$ cat src/rtl/ascon_fsm_param.sv
// Ascon AEAD control FSM: sequences init, AD absorption, PT/CT processing and
// finalisation for a state-register/permutation datapath with variable block counts.
module ascon_fsm_param #(
  parameter int ROUNDS_A = 12,
  parameter int ROUNDS_B = 6,
  parameter int NB_W     = 4
) (
  input  logic            clock_i,
  input  logic            reset_i,
  input  logic            start_i,
  input  logic [NB_W-1:0] nb_ad_i,
  input  logic [NB_W-1:0] nb_pt_i,
  input  logic            decrypt_i,
  input  logic            data_valid_i,
  output logic            busy_o,
  output logic            input_select_o,
  output logic            ena_reg_state_o,
  output logic            ena_round_o,
  output logic            ena_xor_up_o,
  output logic            replace_o,
  output logic            ena_xor_down_o,
  output logic [1:0]      conf_xor_down_o,
  output logic [3:0]      round_o,
  output logic [NB_W-1:0] block_idx_o,
  output logic            cipher_valid_o,
  output logic            end_o
);

  localparam logic [3:0] S_IDLE     = 4'd0;
  localparam logic [3:0] S_LOAD     = 4'd1;
  localparam logic [3:0] S_INIT     = 4'd2;
  localparam logic [3:0] S_INIT_END = 4'd3;
  localparam logic [3:0] S_AD_WAIT  = 4'd4;
  localparam logic [3:0] S_AD_PERM  = 4'd5;
  localparam logic [3:0] S_DSEP     = 4'd6;
  localparam logic [3:0] S_PT_WAIT  = 4'd7;
  localparam logic [3:0] S_PT_PERM  = 4'd8;
  localparam logic [3:0] S_FINAL    = 4'd9;
  localparam logic [3:0] S_DONE     = 4'd10;

  localparam logic [3:0]      FIRST_A = 4'(12 - ROUNDS_A);
  localparam logic [3:0]      FIRST_B = 4'(12 - ROUNDS_B);
  localparam logic [3:0]      LAST_RC = 4'd11;
  localparam logic [NB_W-1:0] ONE     = NB_W'(1);

  logic [3:0]      state;
  logic [NB_W-1:0] nb_ad_q;
  logic [NB_W-1:0] nb_pt_q;
  logic            decrypt_q;
  logic            ad_last;
  logic            pt_last;

  // nb_pt_q already has 0 promoted to 1, so the last-block test needs no special case
  assign ad_last = (block_idx_o == nb_ad_q - ONE);
  assign pt_last = (block_idx_o == nb_pt_q - ONE);

  always_ff @(posedge clock_i) begin
    if (reset_i) begin
      state       <= S_IDLE;
      round_o     <= '0;
      block_idx_o <= '0;
      nb_ad_q     <= '0;
      nb_pt_q     <= '0;
      decrypt_q   <= 1'b0;
    end else begin
      case (state)
        S_IDLE: begin
          if (start_i) begin
            nb_ad_q   <= nb_ad_i;
            nb_pt_q   <= (nb_pt_i == '0) ? ONE : nb_pt_i;
            decrypt_q <= decrypt_i;
            state     <= S_LOAD;
          end
        end
        S_LOAD: begin
          round_o <= FIRST_A;
          state   <= S_INIT;
        end
        S_INIT: begin
          round_o <= round_o + 4'd1;
          if (round_o == LAST_RC) state <= S_INIT_END;
        end
        S_INIT_END: begin
          block_idx_o <= '0;
          round_o     <= FIRST_B;
          state       <= (nb_ad_q == '0) ? S_DSEP : S_AD_WAIT;
        end
        S_AD_WAIT: begin
          if (data_valid_i) begin
            round_o <= round_o + 4'd1;
            state   <= S_AD_PERM;
          end
        end
        S_AD_PERM: begin
          if (round_o == LAST_RC) begin
            round_o     <= FIRST_B;
            block_idx_o <= block_idx_o + ONE;
            state       <= ad_last ? S_DSEP : S_AD_WAIT;
          end else begin
            round_o <= round_o + 4'd1;
          end
        end
        S_DSEP: begin
          block_idx_o <= '0;
          round_o     <= FIRST_B;
          state       <= S_PT_WAIT;
        end
        S_PT_WAIT: begin
          if (data_valid_i) begin
            if (pt_last) begin
              round_o <= FIRST_A;
              state   <= S_FINAL;
            end else begin
              round_o <= round_o + 4'd1;
              state   <= S_PT_PERM;
            end
          end
        end
        S_PT_PERM: begin
          if (round_o == LAST_RC) begin
            round_o     <= FIRST_B;
            block_idx_o <= block_idx_o + ONE;
            state       <= S_PT_WAIT;
          end else begin
            round_o <= round_o + 4'd1;
          end
        end
        S_FINAL: begin
          round_o <= round_o + 4'd1;
          if (round_o == LAST_RC) state <= S_DONE;
        end
        S_DONE: state <= S_IDLE;
        default: state <= S_IDLE;
      endcase
    end
  end

  always_comb begin
    busy_o          = (state != S_IDLE);
    input_select_o  = 1'b0;
    ena_reg_state_o = 1'b0;
    ena_round_o     = 1'b0;
    ena_xor_up_o    = 1'b0;
    replace_o       = 1'b0;
    ena_xor_down_o  = 1'b0;
    conf_xor_down_o = 2'b00;
    cipher_valid_o  = 1'b0;
    end_o           = 1'b0;
    case (state)
      S_LOAD: begin
        input_select_o  = 1'b1;
        ena_reg_state_o = 1'b1;
      end
      S_INIT, S_AD_PERM, S_PT_PERM: begin
        ena_reg_state_o = 1'b1;
        ena_round_o     = 1'b1;
      end
      S_INIT_END: begin
        ena_reg_state_o = 1'b1;
        ena_xor_down_o  = 1'b1;
        conf_xor_down_o = 2'b00;
      end
      S_AD_WAIT: begin
        ena_reg_state_o = data_valid_i;
        ena_xor_up_o    = data_valid_i;
        ena_round_o     = data_valid_i;
      end
      S_DSEP: begin
        ena_reg_state_o = 1'b1;
        ena_xor_down_o  = 1'b1;
        conf_xor_down_o = 2'b01;
      end
      S_PT_WAIT: begin
        // last block skips the round and folds the key in before finalisation
        ena_reg_state_o = data_valid_i;
        ena_xor_up_o    = data_valid_i;
        cipher_valid_o  = data_valid_i;
        replace_o       = data_valid_i & decrypt_q;
        ena_round_o     = data_valid_i & ~pt_last;
        ena_xor_down_o  = data_valid_i & pt_last;
        conf_xor_down_o = pt_last ? 2'b10 : 2'b00;
      end
      S_FINAL: begin
        ena_reg_state_o = 1'b1;
        ena_round_o     = 1'b1;
        ena_xor_down_o  = (round_o == LAST_RC);
        conf_xor_down_o = 2'b11;
      end
      S_DONE: end_o = 1'b1;
      default: ;
    endcase
  end

endmodule
$ cat config.mk
export PLATFORM = sky130hd
export DESIGN_NAME = ascon_fsm_param
export DESIGN_NICKNAME = d
export VERILOG_FILES = /design/src/rtl/ascon_fsm_param.sv
export SDC_FILE = /design/constraint.sdc
export NUM_CORES = 1
export LEC_CHECK = 0
export BUFFER_PORTS_ARGS = -buffer_cell sky130_fd_sc_hd__buf_2
export CELL_PAD_IN_SITES_DETAIL_PLACEMENT = 1
export CELL_PAD_IN_SITES_GLOBAL_PLACEMENT = 1
export CORE_MARGIN = 1
export CORE_UTILIZATION = 42
export DETAILED_ROUTE_END_ITERATION = 10
export PLACE_DENSITY_LB_ADDON = 0.1
export SYNTH_ARGS = -nofsm -noshare
export SYNTH_HDL_FRONTEND = slang
export SYNTH_SLANG_ARGS = --single-unit
$ cat constraint.sdc
create_clock -name clock_i -period 4.2 [get_ports clock_i]
set_input_delay 0.63 -clock clock_i [delete_from_list [all_inputs] [get_ports clock_i]]
set_output_delay 0.63 -clock clock_i [all_outputs]
set_load 0.01 [all_outputs]
=== Word-level counts from Yosys, hierarchy flattened ===
Index checks and enable logic that the tools add are counted.
W data, S select, Z words.

* Input bits: 13
* Register bits after elaboration: 21
* Output and inout port bits: 19

* Reductions and logical operators: 16
* Add/sub/neg operators: 4
* Bitwise logic cells: 4
* Eq/ne operators: 21
* Mux-type cells: 29

{| class="wikitable"
|+ Operator list
! operator !! number
|-
| $mux W4 || 13
|-
| $pmux W4 S10 || 1
|-
| $pmux W4 S6 || 1
|-
| $eq A4 B3 Y1 const B || 4
|-
| $eq A4 B4 Y1 const B || 4
|-
| $ne A2 B2 Y1 const B || 7
|-
| $logic_not A4 Y1 || 3
|-
| $add A4 B1 Y4 const B || 2
|-
| $eq A4 B2 Y1 const B || 2
|-
| $eq A4 B4 Y1 || 2
|-
| $pmux W4 S2 || 1
|-
| $reduce_or A2 Y1 || 4
|-
| $sub A4 B1 Y4 const B || 2
|-
| $reduce_and A7 Y1 || 1
|-
| $reduce_or A7 Y1 || 1
|-
| $mux W1 || 6
|-
| $mux W2 || 3
|-
| $pmux W1 S3 || 2
|-
| $pmux W2 S3 || 1
|-
| $reduce_bool A6 Y1 || 1
|-
| $eq A4 B1 Y1 const B || 1
|-
| $reduce_and A2 Y1 || 2
|-
| $reduce_bool A4 Y1 || 1
|-
| $reduce_or A4 Y1 || 1
|-
| 6 further kinds || 8
|}

=== Depth between registers and ports, before layout ===
Gate-level depths: netlist of the first run.

* Word-level depth: 5
* Mapped depth: 8
* Mapped depth without buffers: 7

=== Least setup slack after synthesis of the first run ===
No wires, ideal clock.

* Path type: reg2out
* Start: reg nb_pt_q[0]
* End: out ena_xor_down_o
* Data required time: 3.570 ns
* Path buffers: 1
* Cell stages (with the launch flop): 9
* Path slack: 1.781 ns
* Arrival: 1.789 ns
* Cells stage by stage: dfxtp_1 -> inv_1 -> ha_1 -> xnor2_1 -> xnor2_1 -> or4_4 -> buf_6 -> o32a_1 -> o21ai_0

* Word-level cells in the longest chain between the ends: 4

{| class="wikitable"
|+ Ends and longest elaborated chain
! what !! line !! text
|-
| from (decl) || 48 || <nowiki>logic [NB_W-1:0] nb_pt_q;</nowiki>
|-
| from (signal assigned) || 70 || <nowiki>nb_pt_q <= (nb_pt_i == '0) ? ONE : nb_pt_i;</nowiki>
|-
| $sub A4 B1 Y4 || 55 || <nowiki>assign pt_last = (block_idx_o == nb_pt_q - ONE);</nowiki>
|-
| $eq A4 B4 Y1 || 55 ||
|-
| $and A1 B1 Y1 || 180 || <nowiki>ena_xor_down_o = data_valid_i & pt_last;</nowiki>
|-
| $pmux W1 S3 || 149 || <nowiki>case (state)</nowiki>
|-
| to (decl) || 21 || <nowiki>output logic ena_xor_down_o,</nowiki>
|}

No other way between the ends.

=== Worst setup path in the final report of the first run ===
* Start: reg state[2]
* End: out ena_xor_down_o

* Word-level cells in the longest chain between the ends: 3

{| class="wikitable"
|+ Ends and longest elaborated chain
! what !! line !! text
|-
| from (decl) || 46 || <nowiki>logic [3:0] state;</nowiki>
|-
| from (signal assigned) || 86 || <nowiki>state <= (nb_ad_q == '0) ? S_DSEP : S_AD_WAIT;</nowiki>
|-
| from (signal assigned) || 98 || <nowiki>state <= ad_last ? S_DSEP : S_AD_WAIT;</nowiki>
|-
| $eq A4 B3 Y1 or $eq A4 B2 Y1 (tied branches) || 149 ||
|-
| $reduce_or A2 Y1 (no source line) || n/a ||
|-
| $pmux W1 S3 (*) || 149 ||
|}

Mark *: on every way between the ends. The rest lies on a longest branch, timed or not.

==> flow_summary.yaml, run 1 <==
synth:
  synth-main-ff-cell: "dfxtp_1"
  synth_xor_area_frac: 0.0807
  ys_seq_area_frac: 0.277
  synth-simple-area-share: 0.269
  synth_compound_area_frac: 0.206
  ys_types: 51
  synth_area_mm2: 0.00152
  synthAdderAreaFrac: 0.0329
  synth_edf_count: 0
  synth_top_family_by_area: "simple AND/OR/NAND/NOR gates"
  ys_ff_latch: 21
  avgSynthCellArea_um2: 7.79
  yosysWarnings: 0
  muxShareOfSynthArea: 0.0733
  syn_nets: 212
  syn_inst: 195
  async_flop_share: 0
global_route:
  overflow: 0
  grt_usage: 0.224
  grt_max_degree: 26
  grt_pass1_vias: 1430
  grt_pass1_wl_mm: 6.91
  antenna_found_initial: 0
routing:
  drtIter0Drc: 155
  drc: 0
  wl_per_cell_um: 15.8
  via_count: 1491
  vias_per_cell: 5.65
  drt_pass1_iterations: 4
  drt_wl_total_mm: 4.18
  ant_nets: 0
power_and_ir_drop:
  power_frac_clock: 0.125
  p_int_mw: 0.456
  switching_power_mw: 0.364
  combPwrFrac: 0.493
  p_leak_nw: 0.711
  powerDensity_mw_per_mm2: 481
  peakVddDrop_v: 0.000242
  power.share.switching: 0.444
  seq_power_share: 0.383
  p_total_mw: 0.820
layout:
  layout-drive-gt1-share: 0.179
  nFillCells: 455
  fin_nets: 236
  register_area_um2: 420
  syn2layout_area_growth_pct: 12.1
  multiInputGateArea_mm2: 0.00101
  layout_common_cells: "31 x buf_2, 27 x nor2_1, 21 x dfxtp_1"
  layout_commonest_cell: "buf_2"
  antennaDiodeCount: 0
floorplan:
  initial_core_util: 0.448
  core_mm2: 0.00339
  dieArea_mm2: 0.00386
  die_y_um: 62.1
  row_count: 21
  ios: 32
  die_w_um: 62.1
worst_setup_path:
  rrSetupSlack_ps: 1820
  end_kind: "output pin"
  startpoint_type: "register"
  crit_arrival_ps: 2360
  r2r_end: "round_o[0]$_SDFFE_PP0P_"
  crit_slowest_cell: "dfxtp_1"
  required_ps: 3570
  critical_path.top_delay_family: "flip-flops"
  path_class: "reg2out"
  crit_buf_inv: 1
  path_cells: "nand2b_1 -> nor2_1 -> nand2_1 -> o32a_1 -> o21ai_0 -> buf_2"
  r2r_cells: 5
  r2r_start: "state[3]$_SDFFE_PP0P_"
  cpPeakStageDelay_ps: 880
  path_max_fanout: 25
  worst-path-stages: 6
  endpoint: "ena_xor_down_o"
  worstSetupStartpoint: "state[2]$_SDFFE_PP0P_"
sta:
  worstMarginPinSlew_ps: 832
  maxSlewHeadroom: 0.445
  skew_ps: 8.38
  min_period_ps: 2990
  holdWs_ps: 517
  slew_violations: 0
  finalSetupViolCount: 0
  max_freq_ghz: 0.334
  hold_viol: 0
  rsz0062_at_grt: "no"
  min_period_over_period: 0.712
  finalSetupTns_ps: 0
cts:
  clock_sinks: 21
  cts_root_buf: "clkbuf_4"
  cts_buffers: 3
  post_cts_buffers: 0
  ctsResizeCount: 0
  ctsHoldBuffers: 0
  clock_path_buffers: 2
  insertion_delay_ps: 320
  cts_tree: "built"
  htree_levels: 1
  clkTransAtPathRegs_ps: 110
flow_run:
  cap_violations: 0
place:
  place.gp.congestion: 0.867
  io_buffers: 31
  dpl.hpwl_mm: 3.10
worst_hold_path:
  min_path_type: "reg2reg"
run_status:
  outcome: "complete, no violations"
[power groups by stage]
stage	clock, mW	sequential, mW	combinational, mW
6_report	0.102	0.314	0.404
5_1_grt	0.112	0.321	0.452
4_1_cts	0.107	0.312	0.406
3_5_place_dp	0	0.317	0.404
3_3_place_gp	0	0.312	0.390
2_1_floorplan	0	0.264	0.345
[worst min-delay path, delay by kind of cell (launching register included)]
| family | cells | cell delay (ps) |
|---|---|---|
| simple gates | 1 | 70 |
| flops | 1 | 350 |
| mux | 1 | 70 |
[synthesized netlist by cell type, drive strengths merged, types with 4 or more instances]
cell type  instances  area, um^2
a21oi             13        65.1
buf                4        25.0
clkbuf             8        30.0
dfxtp             21         420
ha                 4        50.1
inv               10        37.5
mux2i             10         100
nand2             10        37.5
nand2b             7        43.8
nand3              4        20.0
nor2              27         101
nor2b              7        43.8
nor3               7        40.0
o21ai              6        30.0
xnor2             11        96.3
[layer usage]
layer | share of wire | global-route usage | vias to the layer above
met4 | 0.027 | 0.113 | 0
met2 | 0.48 | 0.374 | 31
met5 | 0 | 0 | -
met1 | 0.47 | 0.281 | 711
li1 | - | - | 738
met3 | 0.024 | 0.0313 | 11
[how the worst min path moves through the flow]
| stage | start | endpoint | cells after the start |
|---|---|---|---|
| finish | decrypt_q$_SDFFE_PP0P_ | decrypt_q$_SDFFE_PP0P_ | 2 |
| global route | decrypt_q$_SDFFE_PP0P_ | decrypt_q$_SDFFE_PP0P_ | 2 |
| CTS | decrypt_q$_SDFFE_PP0P_ | decrypt_q$_SDFFE_PP0P_ | 2 |
| detailed placement | decrypt_q$_SDFFE_PP0P_ | decrypt_q$_SDFFE_PP0P_ | 2 |
| global placement | decrypt_q$_SDFFE_PP0P_ | decrypt_q$_SDFFE_PP0P_ | 2 |
| floorplan | decrypt_q$_SDFFE_PP0P_ | decrypt_q$_SDFFE_PP0P_ | 2 |
[sequential cells by signal (all words and copies together) (netlist names)]
name,flops
block_idx_o,4
nb_ad_q,4
nb_pt_q,4
round_o,4
state,4
decrypt_q,1
[through the flow]
stage	setup slack [ps]	instance area (um^2)	std cells	util
2_1_floorplan	1780	1520	195	-
3_3_place_gp	1670	1680	260	0.495
3_5_place_dp	1580	1680	260	0.495
4_1_cts	1210	1700	264	0.502
5_1_grt	1070	1700	264	0.502
6_report	1210	1700	264	0.502
[cell type report]
type	instances	area share
Clock buffer	4	0.0154
Timing Repair Buffer	31	0.0911
Tap cell	46	0.0338
Inverter	10	0.0220
Sequential cell	21	0.247
Multi-Input combinational cell	152	0.591
[cells by family after synthesis]
| logic type | Yosys count |
|---|---|
| adders and majority gates | 4 |
| buffers and inverters | 22 |
| muxes | 11 |
| and+or+nand+nor | 78 |
| xor gates and xnor gates | 14 |
| DFF | 21 |
| AOI/OAI and AO/OA | 45 |
Note: power is estimated with default switching activity, not from simulation.
==> run 2, diff against run 1 <==
- CORE_UTILIZATION: 42 -> 35
- clock period: 4.2 -> 2.7 ns (I/O delays scaled with it)
==> run 2 against run 1 <==
  * Clock skew shrank 4.7 ps
  * Sequential share of layout area shrank 0.79 points
  * Non-clock buffer count grew 5
  * Critical path depth grew 2
  * Die area grew 19%
  * Clock-buffer cell count shrank 1
  * Sequential power grew 50%
  * Power grew 67%
  * Clock power grew 120%
==> flow_summary.yaml, run 2 (same netlist as run 1, synthesis figures left out) <==
sta:
  setup_ws_ps: 200
  skew_ps: 3.64
  holdWs_ps: 358
  slew_violations: 0
  finalSetupTns_ps: 0
  worstMarginPinSlew_ps: 671
  min_period_over_period: 0.926
  rsz0062_at_grt: "no"
  hold_viol: 0
  min_period_ps: 2500
  finalSetupViolCount: 0
  maxSlewHeadroom: 0.552
  max_freq_ghz: 0.400
worst_setup_path:
  r2r_start: "state[3]$_SDFFE_PP0P_"
  endpoint: "ena_xor_down_o"
  r2r_cells: 5
  path_cells: "inv_1 -> ha_1 -> xnor2_2 -> xnor2_1 -> or4_4 -> o32a_1 -> o21ai_0 -> buf_2"
  startpoint_type: "register"
  worstSetupStartpoint: "nb_pt_q[0]$_SDFFE_PP0P_"
  required_ps: 2300
  cpPeakStageDelay_ps: 490
  path_max_fanout: 8
  crit_slowest_cell: "or4_4"
  path_class: "reg2out"
  r2r_end: "block_idx_o[3]$_SDFFE_PP0P_"
  end_kind: "output pin"
  crit_arrival_ps: 2100
  rrSetupSlack_ps: 580
layout:
  layout-drive-gt1-share: 0.224
  layout_common_cells: "31 x buf_2, 27 x nor2_1, 17 x dfxtp_1"
  antennaDiodeCount: 0
  syn2layout_area_growth_pct: 17.2
  layout_commonest_cell: "buf_2"
  fin_cells: 273
  nFillCells: 524
  post-route-util: 0.436
  fin_nets: 241
global_route:
  antenna_found_initial: 0
  grt_max_degree: 25
  overflow: 0
  grt_pass1_vias: 1447
  gr-usage-met1: 0.259
  grt_usage: 0.205
  grt_pass1_wl_mm: 7.02
  busiest_layer: "met2"
  grt.met3_usage: 0.0417
  grt_util_met2: 0.351
power_and_ir_drop:
  peakVddDrop_v: 0.000230
  powerDensity_mw_per_mm2: 767
  p_leak_nw: 0.754
routing:
  vias_per_cell: 5.59
  drc: 0
  drtIter0Drc: 70
  via_count: 1527
  ant_nets: 0
  drt_wl_total_mm: 4.28
  drt_pass1_iterations: 4
  wl_per_cell_um: 15.7
cts:
  clkTransAtPathRegs_ps: 90
  insertion_delay_ps: 270
  post_cts_buffers: 0
  clock_path_buffers: 2
  htree_levels: 1
  cts_tree: "built"
  cts_buffers: 3
  clock_sinks: 21
  cts_root_buf: "clkbuf_8"
worst_hold_path:
  min-delay-start: "decrypt_i"
  min_path_type: "in2reg"
floorplan:
  row_count: 23
  initial_core_util: 0.372
  dieArea_mm2: 0.00461
  die_y_um: 67.9
  ios: 32
  die_w_um: 67.9
  core_mm2: 0.00409
place:
  io_buffers: 31
  place_ws_ps: 375
  dpl.hpwl_mm: 3.21
  dp_cells: 269
  place.gp.congestion: 0.828
flow_run:
  cap_violations: 0
run_status:
  outcome: "complete, no violations"
==> run 2: how the worst min path moves through the flow <==
stage                                         to  depth (start not counted)  slack [ps]
after floorplan           decrypt_q$_SDFFE_PP0P_                          2         450
after global placement    decrypt_q$_SDFFE_PP0P_                          2         470
after detailed placement  decrypt_q$_SDFFE_PP0P_                          2         490
after CTS                 decrypt_q$_SDFFE_PP0P_                          3         360
after global routing      decrypt_q$_SDFFE_PP0P_                          3         380
final                     decrypt_q$_SDFFE_PP0P_                          3         360
==> run 2: timing repair <==
| action | CTS | global route |
|---|---|---|
| endpoints found under the setup margin | 0 | 3 |
| hold buffers | 0 | 0 |
| resized for setup | 0 | 5 |
==> run 2: area by class of cell <==
cell class	instances	area, um^2	area share
inverter	10	37.5	0.0211
timing repair buffer	36	193	0.108
multi-input combinational	152	1010	0.569
sequential	21	425	0.239
clock buffer	3	41.3	0.0232
tap	50	62.6	0.0351
clock inverter	1	7.51	0.00422
==> run 2: stage by stage <==
stage	power, mW	instance area, um^2
floorplan	0.948	1520
global placement	1.11	1720
detailed placement	1.14	1720
CTS	1.37	1770
global route	1.48	1780
finish	1.37	1780
==> run 2: where the power goes <==
group / switching, mW / internal [mW]
logic: 0.361 / 0.310
registers: 0.107 / 0.363
clock network: 0.121 / 0.105
==> run 2: layer usage <==
| layer | part of all wire | vias to the layer above |
|---|---|---|
| met5 | 0 | - |
| met4 | 0.024 | 0 |
| met3 | 0.042 | 10 |
| met2 | 0.48 | 37 |
| met1 | 0.45 | 723 |
| li1 | - | 757 |
==> run 2: critical path, delay by kind of cell (launching register included) <==
| kind | cells | cell delay [ps] |
|---|---|---|
| AND/OR/NAND/NOR | 1 | 490 |
| flip-flops | 1 | 370 |
| XOR/XNOR | 2 | 270 |
| AO/OA/AOI/OAI | 2 | 260 |
| adder cells (fa/ha/maj) | 1 | 220 |
| buffers and inverters | 2 | 200 |
